<file path="src/rtl/polar64_pkg.sv">
// polar64_pkg
//   Constants and types shared by the polar64 transmit path.
//   CW_W      : codeword width in bits.
//   SYNC_W    : sync-word width in bits.
//   SYNC_WORD : frame-sync pattern, sent MSB-first ahead of each codeword
//               when POLAR64_TX_SYNC_EN is defined.
//   tx_state_e: serializer FSM states.
package polar64_pkg;

  localparam int CW_W   = 64;
  localparam int SYNC_W = 8;
  localparam logic [SYNC_W-1:0] SYNC_WORD = 8'hA5;

  typedef enum logic [1:0] {
    ST_IDLE = 2'd0,
    ST_SYNC = 2'd1,
    ST_DATA = 2'd2
  } tx_state_e;

endpackage

</file>
<file path="src/rtl/polar64_tx_buf.sv">
// polar64_tx_buf
//   Two-slot codeword store for the serializer. The shift register (SR)
//   holds the frame being sent and the pending register (PR) holds the next
//   one. This block also decides whether a newly offered codeword is loaded
//   or dropped.
//   Ports:
//     clk, rst_n    clock; synchronous active-low reset
//     cw_valid      a new codeword is offered this cycle
//     codeword      the offered codeword
//     shift         one codeword bit is transferred this cycle
//     frame_done    the last codeword bit of SR is transferred this cycle
//     sr_bit        the SR bit currently presented, in transmit order
//     sr_full       SR holds a frame
//     pr_full       PR holds a frame
//     start         a new frame enters SR on this edge
//     drop          the offered codeword is discarded (both slots busy)
module polar64_tx_buf
  import polar64_pkg::*;
#(
  parameter bit MSB_FIRST = 1'b1
) (
  input  logic            clk,
  input  logic            rst_n,
  input  logic            cw_valid,
  input  logic [CW_W-1:0] codeword,
  input  logic            shift,
  input  logic            frame_done,
  output logic            sr_bit,
  output logic            sr_full,
  output logic            pr_full,
  output logic            start,
  output logic            drop
);

  logic [CW_W-1:0] sr;
  logic [CW_W-1:0] pr;
  logic            load_sr_new;
  logic            load_pr_new;
  logic            reload;

  // Slot decision for an offered codeword, by (frame_done, pr_full) while
  // SR is busy:
  //   0,0 -> PR           0,1 -> drop
  //   1,0 -> straight into SR, because the slot is freed on this edge and
  //          the frame then starts without a bubble
  //   1,1 -> PR moves to SR and the new word refills PR
  // NOTE: every signal written in always_comb gets a default first, so no
  // path can leave it unassigned and infer a latch.
  always_comb begin
    load_sr_new = 1'b0;
    load_pr_new = 1'b0;
    drop        = 1'b0;
    reload      = frame_done && pr_full;
    if (cw_valid) begin
      if (!sr_full || (frame_done && !pr_full)) begin
        load_sr_new = 1'b1;
      end else if (!pr_full || frame_done) begin
        load_pr_new = 1'b1;
      end else begin
        drop = 1'b1;
      end
    end
    start = load_sr_new || reload;
  end

  // The SR shifts so that the outgoing bit always sits at one fixed end.
  // Vacated positions fill with zeros, so ser_bit idles low.
  assign sr_bit = MSB_FIRST ? sr[CW_W-1] : sr[0];

  // NOTE: SR and PR are plain flops rather than a RAM, so they are reset
  // together with their full flags. This keeps the presented bit at 0 out
  // of reset and leaves no stale data that could be seen later.
  // NOTE: sequential state uses non-blocking assignments only.
  always_ff @(posedge clk) begin
    if (!rst_n) begin
      sr      <= '0;
      pr      <= '0;
      sr_full <= 1'b0;
      pr_full <= 1'b0;
    end else begin
      if (reload) begin
        sr <= pr;
      end else if (load_sr_new) begin
        sr <= codeword;
      end else if (shift) begin
        sr <= MSB_FIRST ? {sr[CW_W-2:0], 1'b0} : {1'b0, sr[CW_W-1:1]};
      end

      if (start) begin
        sr_full <= 1'b1;
      end else if (frame_done) begin
        sr_full <= 1'b0;
      end

      if (load_pr_new) begin
        pr      <= codeword;
        pr_full <= 1'b1;
      end else if (reload) begin
        pr_full <= 1'b0;
      end
    end
  end

endmodule

</file>
<file path="src/rtl/polar64_tx_serializer.sv">
// polar64_tx_serializer
//   Serialises 64-bit polar codewords captured on the encoder's done pulse
//   onto a 1-bit valid/ready stream. The block buffers one frame ahead,
//   marks each frame with sof/eof, counts completed frames, and flags
//   dropped codewords.
//   Optional feature: define POLAR64_TX_SYNC_EN to send the 8-bit sync word
//   (SYNC_WORD, MSB-first) before every codeword. ser_sof then marks sync
//   bit 7.
//   Parameters: MSB_FIRST (1: codeword[63] first), FCNT_W (frame counter width)
//   Ports:
//     clk, rst_n          clock; synchronous active-low reset
//     cw_valid, codeword  one-cycle codeword capture from the encoder
//     ser_ready           downstream accepts the current bit
//     ser_valid, ser_bit  serial stream
//     ser_sof, ser_eof    first bit / last codeword bit of a frame
//     busy                SR or PR holds a frame
//     overflow, clr_ovf   sticky drop flag and its clear (a set wins)
//     frame_cnt           frames fully transferred, wrapping
module polar64_tx_serializer
  import polar64_pkg::*;
#(
  parameter bit MSB_FIRST = 1'b1,
  parameter int FCNT_W    = 16
) (
  input  logic              clk,
  input  logic              rst_n,
  input  logic              cw_valid,
  input  logic [CW_W-1:0]   codeword,
  input  logic              ser_ready,
  output logic              ser_valid,
  output logic              ser_bit,
  output logic              ser_sof,
  output logic              ser_eof,
  output logic              busy,
  output logic              overflow,
  input  logic              clr_ovf,
  output logic [FCNT_W-1:0] frame_cnt
);

`ifdef POLAR64_TX_SYNC_EN
  localparam tx_state_e FIRST_ST = ST_SYNC;
  localparam logic [2:0] SYNC_MSB = 3'(SYNC_W - 1);
  logic [2:0] sync_cnt;
`else
  localparam tx_state_e FIRST_ST = ST_DATA;
`endif

  tx_state_e  state;
  logic [5:0] bit_cnt;
  logic       sr_bit;
  logic       sr_full;
  logic       pr_full;
  logic       start;
  logic       drop;
  logic       xfer;
  logic       data_xfer;
  logic       frame_done;

  assign ser_valid  = (state != ST_IDLE);
  assign xfer       = ser_valid && ser_ready;
  assign data_xfer  = xfer && (state == ST_DATA);
  assign frame_done = data_xfer && (bit_cnt == 6'd63);

  polar64_tx_buf #(
    .MSB_FIRST (MSB_FIRST)
  ) u_buf (
    .clk        (clk),
    .rst_n      (rst_n),
    .cw_valid   (cw_valid),
    .codeword   (codeword),
    .shift      (data_xfer),
    .frame_done (frame_done),
    .sr_bit     (sr_bit),
    .sr_full    (sr_full),
    .pr_full    (pr_full),
    .start      (start),
    .drop       (drop)
  );

  // The counters advance only on a transfer. 6'd63 + 1 and 3'd7 + 1 wrap to
  // 0, which is the start value the next frame or phase needs.
  always_ff @(posedge clk) begin
    if (!rst_n) begin
      state     <= ST_IDLE;
      bit_cnt   <= '0;
`ifdef POLAR64_TX_SYNC_EN
      sync_cnt  <= '0;
`endif
      frame_cnt <= '0;
      overflow  <= 1'b0;
    end else begin
      if (drop) begin
        overflow <= 1'b1;
      end else if (clr_ovf) begin
        overflow <= 1'b0;
      end

      if (frame_done) begin
        frame_cnt <= frame_cnt + 1'b1;
      end

      unique case (state)
        ST_IDLE: begin
          if (start) begin
            state <= FIRST_ST;
          end
        end
`ifdef POLAR64_TX_SYNC_EN
        ST_SYNC: begin
          if (xfer) begin
            sync_cnt <= sync_cnt + 3'd1;
            if (sync_cnt == SYNC_MSB) begin
              state <= ST_DATA;
            end
          end
        end
`endif
        ST_DATA: begin
          if (xfer) begin
            bit_cnt <= bit_cnt + 6'd1;
            // A reload from PR on this edge starts the next frame without a
            // bubble.
            if (bit_cnt == 6'd63) begin
              state <= start ? FIRST_ST : ST_IDLE;
            end
          end
        end
        default: state <= ST_IDLE;
      endcase
    end
  end

  // The stream outputs decode registered state only. They therefore hold
  // still for as long as ser_ready is low.
`ifdef POLAR64_TX_SYNC_EN
  assign ser_sof = (state == ST_SYNC) && (sync_cnt == 3'd0);
  assign ser_bit = (state == ST_SYNC) ? SYNC_WORD[SYNC_MSB - sync_cnt]
                                      : ((state == ST_DATA) && sr_bit);
`else
  assign ser_sof = (state == ST_DATA) && (bit_cnt == 6'd0);
  assign ser_bit = (state == ST_DATA) && sr_bit;
`endif
  assign ser_eof = (state == ST_DATA) && (bit_cnt == 6'd63);
  assign busy    = sr_full || pr_full;

endmodule

</file>
<file path="config.mk">
export PLATFORM = sky130hd
export DESIGN_NAME = polar64_tx_serializer
export DESIGN_NICKNAME = d
export VERILOG_FILES = /design/src/rtl/polar64_pkg.sv /design/src/rtl/polar64_tx_buf.sv /design/src/rtl/polar64_tx_serializer.sv
export SDC_FILE = /design/constraint.sdc
export NUM_CORES = 1
export LEC_CHECK = 0
export ABC_AREA = 0
export CAP_MARGIN = 20
export CORE_MARGIN = 10
export CORE_UTILIZATION = 50
export DETAILED_ROUTE_END_ITERATION = 12
export PLACE_DENSITY_LB_ADDON = 0.08
export SYNTH_ARGS = -nofsm -noshare
export SYNTH_HDL_FRONTEND = slang
export SYNTH_SLANG_ARGS = --single-unit
export TNS_END_PERCENT = 30
</file>
<file path="constraint.sdc">
create_clock -name clk -period 2.2 [get_ports clk]
set_input_delay 0.22 -clock clk [delete_from_list [all_inputs] [get_ports clk]]
set_output_delay 0.22 -clock clk [all_outputs]
set_load 0.01 [all_outputs]
</file>
==> results of run 1 <==
-- layout make-up --
class | instances | share of cell area
multi-input combinational | 822 | 0.4651
sequential | 154 | 0.2994
timing repair buffer | 120 | 0.1230
clock buffer | 26 | 0.05034
tap | 220 | 0.02669
inverter | 69 | 0.02511
clock inverter | 6 | 0.01043
-- worst register-to-register path, delay by kind of cell, from the launching register on --
kind / cells / cell delay (ps)
and+or+nand+nor: 2 / 670
buffers and inverters: 2 / 430
AOI/OAI and AO/OA: 2 / 270
adders and majority gates: 1 / 230
DFF: 1 / 380
-- power by group --
| group | leakage, nW | internal, W | switching, W |
|---|---|---|---|
| Combinational | 1.79 | 0.000411 | 0.000503 |
| Sequential | 1.25 | 0.00291 | 0.0000961 |
| Clock | 0.307 | 0.00197 | 0.00116 |
| Total | 3.35 | 0.00529 | 0.00175 |
-- cells by family (layout without fill, tap and decap cells) --
logic type,Yosys count,in the layout,synth area share
AOI/OAI and AO/OA,336,336,0.2261
xor gates and xnor gates,10,10,0.01020
adders and majority gates,4,4,0.005537
muxes,69,69,0.08042
buffers and inverters,177,221,0.08610
and+or+nand+nor,403,403,0.2327
DFF,154,154,0.3590
-- through the flow --
stage | util | hold slack, ps | setup slack [ps]
2_1_floorplan | - | 362.1 | 566.6
3_3_place_gp | 0.5793 | 439.0 | 111.7
3_5_place_dp | 0.5793 | 448.1 | 38.49
4_1_cts | 0.6176 | 244.3 | 47.81
5_1_grt | 0.6176 | 264.0 | 16.72
6_report | 0.6176 | 256.5 | 102.7
-- state kept, by name (all words and copies together) (netlist names) --
name and flops:
bit_cnt 6, frame_cnt 16, state 1, u_buf.pr_full 1, u_buf.sr 64, u_buf.pr 64, u_buf.sr_full 1, overflow 1
-- synthesized netlist by cell type (all sizes together) --
library cell	n
a21oi	74
nand2	213
nor2	16
o211ai	1
dfxtp	154
nor4	6
a211o	1
a31o	1
inv	69
maj3	1
and3	3
nand3b	64
o31ai	3
nand2b	7
and4	2
a211oi	1
nand3	11
or4	1
xnor2	8
ha	3
nor3	67
clkbuf	77
nor3b	1
or2	1
or4b	1
a311oi	63
or3	4
buf	31
o21ai	192
nand4	5
mux2i	69
xor2	2
and2	1
-- per-layer routing --
layer	routed length (um)	global-route usage
met1	11040	0.2710
met5	0	0
met2	10830	0.3266
met3	1351	0.04147
met4	229	0.05438
-- what timing repair did --
action                     4_1_cts  5_1_grt
pin swaps                        0        0
resized for setup                9        1
hold endpoints to repair         0        0
buffers inserted                 1        0
setup endpoints to repair        2        1
-- worst max path at each step --
stage / cells after the start / endpoint / slack, ps
CTS: 5 / ser_sof / 50
floorplan: 8 / u_buf.pr[10]$_SDFFE_PN0P_ / 570
detailed placement: 5 / ser_sof / 40
finish: 7 / u_buf.sr[8]$_SDFFE_PN0P_ / 100
global route: 7 / u_buf.sr[7]$_SDFFE_PN0P_ / 20
global placement: 5 / ser_sof / 110
-- cell usage in the layout (no fill, tap or decap), types with 2 or more instances in the layout --
| cell type | count |
|---|---|
| sky130_fd_sc_hd__nand2b_1 | 7 |
| sky130_fd_sc_hd__clkinv_2 | 2 |
| sky130_fd_sc_hd__xnor2_1 | 8 |
| sky130_fd_sc_hd__buf_12 | 12 |
| sky130_fd_sc_hd__a21oi_4 | 2 |
| sky130_fd_sc_hd__or3_1 | 3 |
| sky130_fd_sc_hd__nor3_1 | 66 |
| sky130_fd_sc_hd__o21ai_1 | 120 |
| sky130_fd_sc_hd__nand4_1 | 5 |
| sky130_fd_sc_hd__clkdlybuf4s50_1 | 86 |
| sky130_fd_sc_hd__dfxtp_1 | 152 |
| sky130_fd_sc_hd__clkbuf_16 | 17 |
| sky130_fd_sc_hd__nand3b_1 | 64 |
| sky130_fd_sc_hd__o31ai_1 | 3 |
| sky130_fd_sc_hd__a21oi_1 | 72 |
| sky130_fd_sc_hd__buf_4 | 19 |
| sky130_fd_sc_hd__clkbuf_1 | 3 |
| sky130_fd_sc_hd__ha_1 | 2 |
| sky130_fd_sc_hd__o21ai_0 | 72 |
| sky130_fd_sc_hd__and4_1 | 2 |
| sky130_fd_sc_hd__inv_1 | 68 |
| sky130_fd_sc_hd__xor2_1 | 2 |
| sky130_fd_sc_hd__mux2i_1 | 69 |
| sky130_fd_sc_hd__bufinv_16 | 3 |
| sky130_fd_sc_hd__a311oi_1 | 63 |
| sky130_fd_sc_hd__and3_1 | 2 |
| sky130_fd_sc_hd__nand3_1 | 10 |
| sky130_fd_sc_hd__clkbuf_8 | 6 |
| sky130_fd_sc_hd__nor4_2 | 5 |
| sky130_fd_sc_hd__nor2_1 | 16 |
| sky130_fd_sc_hd__nand2_1 | 212 |
==> tab_implementation.tex, run 1 <==
\begin{tabular}{lr}
\hline
Metric & Value \\
\hline
\multicolumn{2}{l}{\textbf{Layout}} \\
Storage element area & 3088 um\^{}2 \\
Net count, final & 1256 \\
Ant. Diodes & 0 \\
Filler cells & 1519 \\
Cell area after layout & 10310 um\^{}2 \\
Total area of multi-input combinational cells & 4797 um\^{}2 \\
Finished Layout Cells & 1417 \\
Area growth from synthesis to layout & 20.10\% \\
Layout cells sized above 1 & 0.06850 \\
\multicolumn{2}{l}{\textbf{Synth}} \\
Instance count of the mapped netlist & 1153 \\
Number of warnings printed during yosys synthesis & 0 \\
Synthesized cell area & 8588 um\^{}2 \\
Largest cells by area after synthesis & sky130\_fd\_sc\_hd\_\_dfxtp\_1 36\%, sky130\_fd\_sc\_hd\_\_nand2\_1 9.3\%, sky130\_fd\_sc\_hd\_\_mux2i\_1 8.0\%, sky130\_fd\_sc\_hd\_\_o21ai\_1 7.0\%, sky130\_fd\_sc\_hd\_\_a311oi\_1 6.4\% \\
Syn\_area\_per\_cell & 7.449 um\^{}2 \\
Largest area contributor in the synthesized netlist & sky130\_fd\_sc\_hd\_\_dfxtp\_1 \\
Sequential area share after synthesis & 0.3590 \\
Fraction of post-synthesis cell area in the top cell type by area & 0.3590 \\
Number of nets produced by synthesis & 1225 \\
Number of register bits inferred by synthesis & 154 \\
Number of library cell types mapped by synthesis & 41 \\
\multicolumn{2}{l}{\textbf{Global routing}} \\
All-Layer GR Usage & 0.2031 \\
Overflow after GRT & 0 \\
Initial antenna violation count & 0 \\
Number of global-route vias before repair & 7779 \\
First-pass GRT wire length & 38560 um \\
Maximum number of pins on one net before global-route repair & 69 \\
\multicolumn{2}{l}{\textbf{Detailed routing}} \\
Avg Vias per Cell & 5.818 \\
Total length of routed wires & 23460 um \\
Number of detailed-route iterations in the first pass & 5 \\
Routed wire length per instance & 16.55 um \\
Number of nets with antenna violations after routing & 0 \\
Vias post-DR & 8244 \\
Initial DRC count & 690 \\
DRC errors left & 0 \\
\multicolumn{2}{l}{\textbf{Setup path}} \\
Required time at the endpoint of the critical path & 2500 ps \\
Kind of critical path & flop to flop \\
Capturing element type of the critical path & flop \\
FF-to-FF path depth & 7 \\
Maximum single-stage delay on the critical path & 510 ps \\
CP delay by family, top & simple AND/OR/NAND/NOR gates \\
Critical path buffers and inverters & 2 \\
Data arrival time at the worst-slack endpoint & 2400 ps \\
Register-to-Register Setup Slack & 100 ps \\
Source of the worst register-to-register timing path & bit\_cnt[1]\$\_SDFFE\_PN0P\_ \\
Crit path cell chain & ha\_2 -> nand4\_1 -> buf\_4 -> or3\_2 -> buf\_4 -> o21ai\_0 -> o21ai\_0 \\
Worst setup path startpoint & bit\_cnt[1]\$\_SDFFE\_PN0P\_ \\
Cell at the slowest stage of the critical path & sky130\_fd\_sc\_hd\_\_or3\_2 \\
Max FO, Critical Path & 18 \\
Kind of start point of the critical path & flop \\
Worst flop-to-flop path endpoint & u\_buf.sr[8]\$\_SDFFE\_PN0P\_ \\
\multicolumn{2}{l}{\textbf{STA}} \\
Max Transition Viols Final & 0 \\
Share of the clock period used by the worst path & 0.9533 \\
Final hold vios & 0 \\
Setup repair after global routing missed its margin & false \\
Worst-margin pin slew & 527.8 ps \\
Fmax & 476.8 MHz \\
Number of setup violations in the final report & 0 \\
Final Critical Period & 2097 ps \\
Slew HR & 0.6481 \\
Setup TNS after final layout & 0 ps \\
Final Skew & 10.16 ps \\
\multicolumn{2}{l}{\textbf{CTS}} \\
Total number of H-tree levels & 4 \\
Clock net sink count & 154 \\
Root Driver & sky130\_fd\_sc\_hd\_\_clkbuf\_16 \\
Maximum root-to-sink buffer count & 2 \\
Cts bufs inserted & 17 \\
Latest clock arrival within the worst-skew pair & 420 ps \\
Clock transition at path regs & 60 ps \\
TritonCTS clock tree & done \\
Number of buffers added to fix hold violations after cts & 0 \\
\multicolumn{2}{l}{\textbf{Floorplanning}} \\
Top Ports & 91 \\
Chip height & 151.1 um \\
Number of placement rows & 47 \\
CORE AREA & 16700 um\^{}2 \\
Die Wd & 151.1 um \\
Die Outline Area & 22820 um\^{}2 \\
Starting utilization of the core area & 0.5142 \\
\multicolumn{2}{l}{\textbf{Pwr}} \\
Total leakage power & 3.351 nW \\
Areal power density over the cells & 683.0 nW/um\^{}2 \\
Total power draw & 0.007045 W \\
Worst-case vdd ir drop & 0.0005514 V \\
\multicolumn{2}{l}{\textbf{Flow run}} \\
Number of max-cap violations & 0 \\
\multicolumn{2}{l}{\textbf{Hold path}} \\
Worst min-delay path category & primary input to flop \\
Worst Hold Path EP & frame\_cnt[12]\$\_SDFFE\_PN0P\_ \\
Startpoint of the worst hold path & rst\_n \\
Instance count along the most critical hold path & 3 \\
\multicolumn{2}{l}{\textbf{Outcome}} \\
Status & completed \\
\multicolumn{2}{l}{\textbf{Placed design}} \\
Port Buf Inserts & 90 \\
Instance area at placement & 9676 um\^{}2 \\
Detailed Place HPWL & 13840 um \\
Instance count after placement with tap cells included & 1384 \\
Final weighted congestion in routability-driven placement & 0.7944 \\
\hline
\end{tabular}
No activity file was read; power rests on OpenSTA's default activity.
==> run 2, diff against run 1 <==
- CORE_ASPECT_RATIO: default -> 0.7
==> tab_implementation.tex, run 2 (synthesis gave the netlist of run 1 again) <==
\begin{tabular}{lr}
\hline
Metric & Value \\
\hline
\multicolumn{2}{l}{\textbf{STA}} \\
Worst-margin pin slew & 630.1 ps (was 527.8 ps) \\
Final hold vios & 0 (unchanged) \\
Final Critical Period & 2031 ps (was 2097 ps) \\
Max Transition Viols Final & 0 (unchanged) \\
Fmax & 492.3 MHz (was 476.8 MHz) \\
Setup repair after global routing missed its margin & false (unchanged) \\
Slew HR & 0.5799 (was 0.6481) \\
Final Skew & 9.174 ps (was 10.16 ps) \\
Setup TNS after final layout & 0 ps (unchanged) \\
Number of setup violations in the final report & 0 (unchanged) \\
Share of the clock period used by the worst path & 0.9233 (was 0.9533) \\
\multicolumn{2}{l}{\textbf{Global routing}} \\
GR Layer Usage met3 & 0.04440 (was 0.04147) \\
First-pass GRT wire length & 39250 um (was 38560 um) \\
Most utilized layer in the global route result & met2 (unchanged) \\
Initial antenna violation count & 0 (unchanged) \\
All-Layer GR Usage & 0.2048 (was 0.2031) \\
GR Util met1 & 0.2860 (was 0.2710) \\
M2 GR Usage & 0.3105 (was 0.3266) \\
Maximum number of pins on one net before global-route repair & 109 (was 69) \\
Number of global-route vias before repair & 7585 (was 7779) \\
Overflow after GRT & 0 (unchanged) \\
\multicolumn{2}{l}{\textbf{Detailed routing}} \\
Number of detailed-route iterations in the first pass & 5 (unchanged) \\
Avg Vias per Cell & 5.766 (was 5.818) \\
Vias post-DR & 8228 (was 8244) \\
Initial DRC count & 831 (was 690) \\
Routed wire length per instance & 16.59 um (was 16.55 um) \\
Number of nets with antenna violations after routing & 0 (unchanged) \\
DRC errors left & 0 (unchanged) \\
Total length of routed wires & 23670 um (was 23460 um) \\
\multicolumn{2}{l}{\textbf{CTS}} \\
Root Driver & sky130\_fd\_sc\_hd\_\_clkbuf\_16 (unchanged) \\
TritonCTS clock tree & done (unchanged) \\
Latest clock arrival within the worst-skew pair & 430 ps (was 420 ps) \\
Clock net sink count & 154 (unchanged) \\
Maximum root-to-sink buffer count & 2 (unchanged) \\
Total number of H-tree levels & 4 (unchanged) \\
Clock transition at path regs & 60 ps (about the same) \\
Number of buffers added to fix hold violations after cts & 0 (unchanged) \\
Cts bufs inserted & 17 (unchanged) \\
\multicolumn{2}{l}{\textbf{Floorplanning}} \\
CORE AREA & 16590 um\^{}2 (was 16700 um\^{}2) \\
Top Ports & 91 (unchanged) \\
Starting utilization of the core area & 0.5176 (was 0.5142) \\
Chip height & 129.7 um (was 151.1 um) \\
Die Outline Area & 22900 um\^{}2 (was 22820 um\^{}2) \\
Number of placement rows & 39 (was 47) \\
Die Wd & 176.6 um (was 151.1 um) \\
\multicolumn{2}{l}{\textbf{Setup path}} \\
Kind of critical path & flop to flop (unchanged) \\
Data arrival time at the worst-slack endpoint & 2350 ps (was 2400 ps) \\
Register-to-Register Setup Slack & 170 ps (was 100 ps) \\
Required time at the endpoint of the critical path & 2510 ps (was 2500 ps) \\
Kind of start point of the critical path & flop (unchanged) \\
Capturing element type of the critical path & flop (unchanged) \\
Max FO, Critical Path & 64 (was 18) \\
\multicolumn{2}{l}{\textbf{Placed design}} \\
Instance area at placement & 9782 um\^{}2 (was 9676 um\^{}2) \\
Detailed Place HPWL & 14330 um (was 13840 um) \\
Port Buf Inserts & 90 (unchanged) \\
Final weighted congestion in routability-driven placement & 0.8402 (was 0.7944) \\
\multicolumn{2}{l}{\textbf{Outcome}} \\
Status & completed (unchanged) \\
\multicolumn{2}{l}{\textbf{Layout}} \\
Most frequent cells in the layout & 212 x sky130\_fd\_sc\_hd\_\_nand2\_1, 152 x sky130\_fd\_sc\_hd\_\_dfxtp\_1, 120 x sky130\_fd\_sc\_hd\_\_o21ai\_1 (unchanged) \\
Area growth from synthesis to layout & 20.69\% (was 20.10\%) \\
Storage element area & 3088 um\^{}2 (unchanged) \\
Filler cells & 1526 (was 1519) \\
Commonest non-fill, non-tap cell in the layout & sky130\_fd\_sc\_hd\_\_nand2\_1 (unchanged) \\
Layout cells sized above 1 & 0.07155 (was 0.06850) \\
Post-Route Utilization & 0.6247 (was 0.6176) \\
Cell area after layout & 10360 um\^{}2 (was 10310 um\^{}2) \\
Largest registers in the final layout & u\_buf.pr x64, u\_buf.sr x64, frame\_cnt x16 (unchanged) \\
Total area of multi-input combinational cells & 4798 um\^{}2 (was 4797 um\^{}2) \\
Ant. Diodes & 0 (unchanged) \\
Net count, final & 1261 (was 1256) \\
\multicolumn{2}{l}{\textbf{Pwr}} \\
Sequential cell fraction of total power & 0.439 (was 0.427) \\
Total leakage power & 3.364 nW (was 3.351 nW) \\
Worst-case vdd ir drop & 0.0003538 V (was 0.0005514 V) \\
Clock share of power & 0.424 (was 0.443) \\
Switching Fraction & 0.2646 (was 0.2490) \\
Areal power density over the cells & 661.2 nW/um\^{}2 (was 683.0 nW/um\^{}2) \\
Total net switching power & 0.001813 W (was 0.001754 W) \\
Portion of total power attributed to combinational logic & 0.138 (was 0.130) \\
Internal Pwr Total & 0.005040 W (was 0.005290 W) \\
\multicolumn{2}{l}{\textbf{Hold path}} \\
Worst min-delay path category & primary input to flop (unchanged) \\
\multicolumn{2}{l}{\textbf{Flow run}} \\
Number of max-cap violations & 0 (unchanged) \\
\hline
\end{tabular}
run 2: power groups by stage:
stage / Clock [W] / Combinational, W / Sequential [W]
after floorplan: 0 / 0.000597 / 0.00303
after CTS: 0.00295 / 0.000939 / 0.00300
after detailed placement: 0 / 0.000936 / 0.00306
after global placement: 0 / 0.000917 / 0.00306
after global routing: 0.00307 / 0.00105 / 0.00302
final: 0.00290 / 0.000943 / 0.00301
run 2: path summary, 6_finish.rpt:
kind                                               start                   endpoint  depth (start not counted)
worst min register to register  u_buf.pr[7]$_SDFFE_PN0P_   u_buf.pr[7]$_SDFFE_PN0P_                          2
worst max register to register   bit_cnt[0]$_SDFFE_PN0P_   u_buf.sr[6]$_SDFFE_PN0P_                          7
worst max-delay path             bit_cnt[0]$_SDFFE_PN0P_   u_buf.sr[6]$_SDFFE_PN0P_                          7
worst min-delay path                               rst_n  u_buf.pr[60]$_SDFFE_PN0P_                          3
run 2: through the flow:
| stage | worst slack, ps | total power (W) | cells | hold WS, ps |
|---|---|---|---|---|
| 2_1_floorplan | 566.6 | 0.003631 | 1153 | 362.1 |
| 4_1_cts | 83.78 | 0.006891 | 1427 | 214.8 |
| 6_report | 168.7 | 0.006853 | 1427 | 236.9 |
| 3_5_place_dp | 105.4 | 0.003999 | 1394 | 447.0 |
| 3_3_place_gp | 129.0 | 0.003978 | 1394 | 440.4 |
| 5_1_grt | 20.13 | 0.007140 | 1427 | 246.6 |
run 2: per-layer routing:
metal / vias to the layer above / part of all wire
met5: - / 0
li1: 4127 / -
met4: 0 / 0.010
met3: 20 / 0.057
met2: 220 / 0.43
met1: 3861 / 0.50
run 2: final cells by class:
class,instances,area share
multi-input combinational,822,0.4629
sequential,154,0.2979
timing repair buffer,125,0.1318
clock buffer,21,0.04346
tap,225,0.02716
inverter,69,0.02499
clock inverter,11,0.01171
run 2: worst max-delay path, cell delays in order, from the launching register on:
cell	delay (ps)
sky130_fd_sc_hd__dfxtp_1	370
sky130_fd_sc_hd__ha_1	200
sky130_fd_sc_hd__nand4_1	140
sky130_fd_sc_hd__buf_4	190
sky130_fd_sc_hd__or3_2	480
sky130_fd_sc_hd__buf_12	230
sky130_fd_sc_hd__o21ai_0	180
sky130_fd_sc_hd__o21ai_0	100
run 2: what timing repair did:
item	4_1_cts	5_1_grt
gates resized for setup	5	2
buffers inserted	1	0
endpoints found under the hold margin	0	0
endpoints found under the setup margin	2	1
pin swaps	0	1
==> run 3, diff against run 2 <==
- SETUP_SLACK_MARGIN: default -> 0.4
==> tab_implementation.tex, run 3 (synthesis gave the netlist of run 1 again) <==
\begin{tabular}{lr}
\hline
Metric & Value \\
\hline
\multicolumn{2}{l}{\textbf{Outcome}} \\
Status & completed (unchanged) \\
\multicolumn{2}{l}{\textbf{Placed design}} \\
Detailed Place HPWL & 14330 um (unchanged) \\
Final weighted congestion in routability-driven placement & 0.8402 (unchanged) \\
Placement-stage worst setup slack & 105.4 ps (unchanged) \\
Port Buf Inserts & 90 (unchanged) \\
\multicolumn{2}{l}{\textbf{CTS}} \\
Latest clock arrival within the worst-skew pair & 430 ps (about the same) \\
Clock transition at path regs & 60 ps (about the same) \\
TritonCTS clock tree & done (unchanged) \\
Root Driver & sky130\_fd\_sc\_hd\_\_clkbuf\_16 (unchanged) \\
Total number of H-tree levels & 4 (unchanged) \\
Maximum root-to-sink buffer count & 2 (unchanged) \\
Number of buffers added to fix hold violations after cts & 0 (unchanged) \\
Clock net sink count & 154 (unchanged) \\
Cts bufs inserted & 17 (unchanged) \\
\multicolumn{2}{l}{\textbf{Floorplanning}} \\
Die Outline Area & 22900 um\^{}2 (unchanged) \\
CORE AREA & 16590 um\^{}2 (unchanged) \\
Chip height & 129.7 um (unchanged) \\
Die Wd & 176.6 um (unchanged) \\
Number of placement rows & 39 (unchanged) \\
Top Ports & 91 (unchanged) \\
Starting utilization of the core area & 0.5176 (unchanged) \\
\multicolumn{2}{l}{\textbf{Detailed routing}} \\
Number of detailed-route iterations in the first pass & 5 (unchanged) \\
Total length of routed wires & 24550 um (was 23670 um) \\
Initial DRC count & 801 (was 831) \\
DRC errors left & 0 (unchanged) \\
Avg Vias per Cell & 5.781 (was 5.766) \\
Vias post-DR & 8279 (was 8228) \\
Routed wire length per instance & 17.14 um (was 16.59 um) \\
Number of nets with antenna violations after routing & 0 (unchanged) \\
\multicolumn{2}{l}{\textbf{Pwr}} \\
Worst-case vdd ir drop & 0.0003538 V (about the same) \\
Areal power density over the cells & 655.0 nW/um\^{}2 (was 661.2 nW/um\^{}2) \\
Total leakage power & 3.453 nW (was 3.364 nW) \\
\multicolumn{2}{l}{\textbf{Setup path}} \\
Kind of critical path & flop to output pin (was flop to flop) \\
Capturing element type of the critical path & output pin (was flop) \\
Kind of start point of the critical path & flop (unchanged) \\
Required time at the endpoint of the critical path & 1980 ps (was 2510 ps) \\
Data arrival time at the worst-slack endpoint & 1710 ps (was 2350 ps) \\
Max FO, Critical Path & 3 (was 64) \\
\multicolumn{2}{l}{\textbf{STA}} \\
Fin worst setup slack & 273.9 ps (was 168.7 ps) \\
Max Transition Viols Final & 0 (unchanged) \\
Setup repair after global routing missed its margin & true (was false) \\
Smallest hold slack & 237.2 ps (was 236.9 ps) \\
Worst-margin pin slew & 630.4 ps (was 630.1 ps) \\
Final Critical Period & 1926 ps (was 2031 ps) \\
Final hold vios & 0 (unchanged) \\
Number of setup violations in the final report & 0 (unchanged) \\
Share of the clock period used by the worst path & 0.8755 (was 0.9233) \\
Setup TNS after final layout & 0 ps (unchanged) \\
Slew HR & 0.5797 (was 0.5799) \\
Fmax & 519.2 MHz (was 492.3 MHz) \\
Final Skew & 9.110 ps (was 9.174 ps) \\
\multicolumn{2}{l}{\textbf{Global routing}} \\
Initial antenna violation count & 0 (unchanged) \\
All-Layer GR Usage & 0.2101 (was 0.2048) \\
M2 GR Usage & 0.3201 (was 0.3105) \\
GR Util met1 & 0.2914 (was 0.2860) \\
GR Layer Usage met3 & 0.04730 (was 0.04440) \\
Overflow after GRT & 0 (unchanged) \\
Number of global-route vias before repair & 7624 (was 7585) \\
Most utilized layer in the global route result & met2 (unchanged) \\
First-pass GRT wire length & 39970 um (was 39250 um) \\
Maximum number of pins on one net before global-route repair & 109 (unchanged) \\
\multicolumn{2}{l}{\textbf{Layout}} \\
Largest registers in the final layout & u\_buf.pr x64, u\_buf.sr x64, frame\_cnt x16 (unchanged) \\
Commonest non-fill, non-tap cell in the layout & sky130\_fd\_sc\_hd\_\_nand2\_1 (unchanged) \\
Net count, final & 1266 (was 1261) \\
Total area of multi-input combinational cells & 4816 um\^{}2 (was 4798 um\^{}2) \\
Area growth from synthesis to layout & 22.19\% (was 20.69\%) \\
Ant. Diodes & 0 (unchanged) \\
Most frequent cells in the layout & 212 x sky130\_fd\_sc\_hd\_\_nand2\_1, 150 x sky130\_fd\_sc\_hd\_\_dfxtp\_1, 121 x sky130\_fd\_sc\_hd\_\_o21ai\_1 (was 212 x sky130\_fd\_sc\_hd\_\_nand2\_1, 152 x sky130\_fd\_sc\_hd\_\_dfxtp\_1, 120 x sky130\_fd\_sc\_hd\_\_o21ai\_1) \\
Layout cells sized above 1 & 0.07954 (was 0.07155) \\
Filler cells & 1512 (was 1526) \\
Storage element area & 3090 um\^{}2 (was 3088 um\^{}2) \\
\multicolumn{2}{l}{\textbf{Hold path}} \\
Worst min-delay path category & primary input to flop (unchanged) \\
\multicolumn{2}{l}{\textbf{Flow run}} \\
Number of max-cap violations & 0 (unchanged) \\
\hline
\end{tabular}
-- run 3: worst paths after layout --
kind	depth (start not counted)	slack (ps)	from	end
worst min register to register	2	450	u_buf.pr[9]$_SDFFE_PN0P_	u_buf.pr[9]$_SDFFE_PN0P_
worst max register to register	7	320	bit_cnt[0]$_SDFFE_PN0P_	u_buf.sr[18]$_SDFFE_PN0P_
worst max-delay path	5	270	bit_cnt[0]$_SDFFE_PN0P_	ser_sof
worst min-delay path	3	240	rst_n	u_buf.pr[60]$_SDFFE_PN0P_
-- run 3: metrics by stage --
stage / util / total power (W) / instances / area, um^2
6_report: 0.6325 / 0.006873 / 1432 / 10490
4_1_cts: 0.6289 / 0.006893 / 1429 / 10430
5_1_grt: 0.6325 / 0.007155 / 1432 / 10490
3_5_place_dp: 0.5896 / 0.003999 / 1394 / 9782
2_1_floorplan: - / 0.003631 / 1153 / 8588
3_3_place_gp: 0.5896 / 0.003978 / 1394 / 9782
-- run 3: report_power, final --
| part | total (W) | internal, W | switching [W] |
|---|---|---|---|
| clock network | 0.00291 | 0.00170 | 0.00121 |
| logic | 0.000959 | 0.000439 | 0.000520 |
| registers | 0.00301 | 0.00291 | 0.0000942 |
| total | 0.00687 | 0.00505 | 0.00182 |
-- run 3: layout make-up --
| class | count | area share |
|---|---|---|
| tap | 225 | 0.02683 |
| timing repair buffer | 130 | 0.1406 |
| sequential | 154 | 0.2945 |
| multi-input combinational | 822 | 0.4589 |
| inverter | 69 | 0.02468 |
| clock inverter | 11 | 0.01157 |
| clock buffer | 21 | 0.04292 |
-- run 3: timing repair --
| item | in CTS | in global routing |
|---|---|---|
| gates resized for setup | 12 | 7 |
| hold endpoints to repair | 0 | 0 |
| cloned | 2 | 0 |
| pin swaps | 2 | 3 |
| setup endpoints to repair | 120 | 146 |
| setup buffers | 1 | 3 |
-- run 3: layer usage --
layer  vias to the layer above  wire [um]  share of wire
li1                       4142          -              -
met1                      3879      12020           0.49
met2                       230      10700           0.44
met3                        28       1541          0.063
met4                         0        286          0.012
met5                         -          0              0
-- run 3: critical path, stage by stage (launching register included) --
cell and delay, ps:
sky130_fd_sc_hd__dfxtp_2 330, sky130_fd_sc_hd__inv_2 50, sky130_fd_sc_hd__ha_1 130, sky130_fd_sc_hd__or4b_4 450, sky130_fd_sc_hd__nor3b_2 170, sky130_fd_sc_hd__buf_2 150
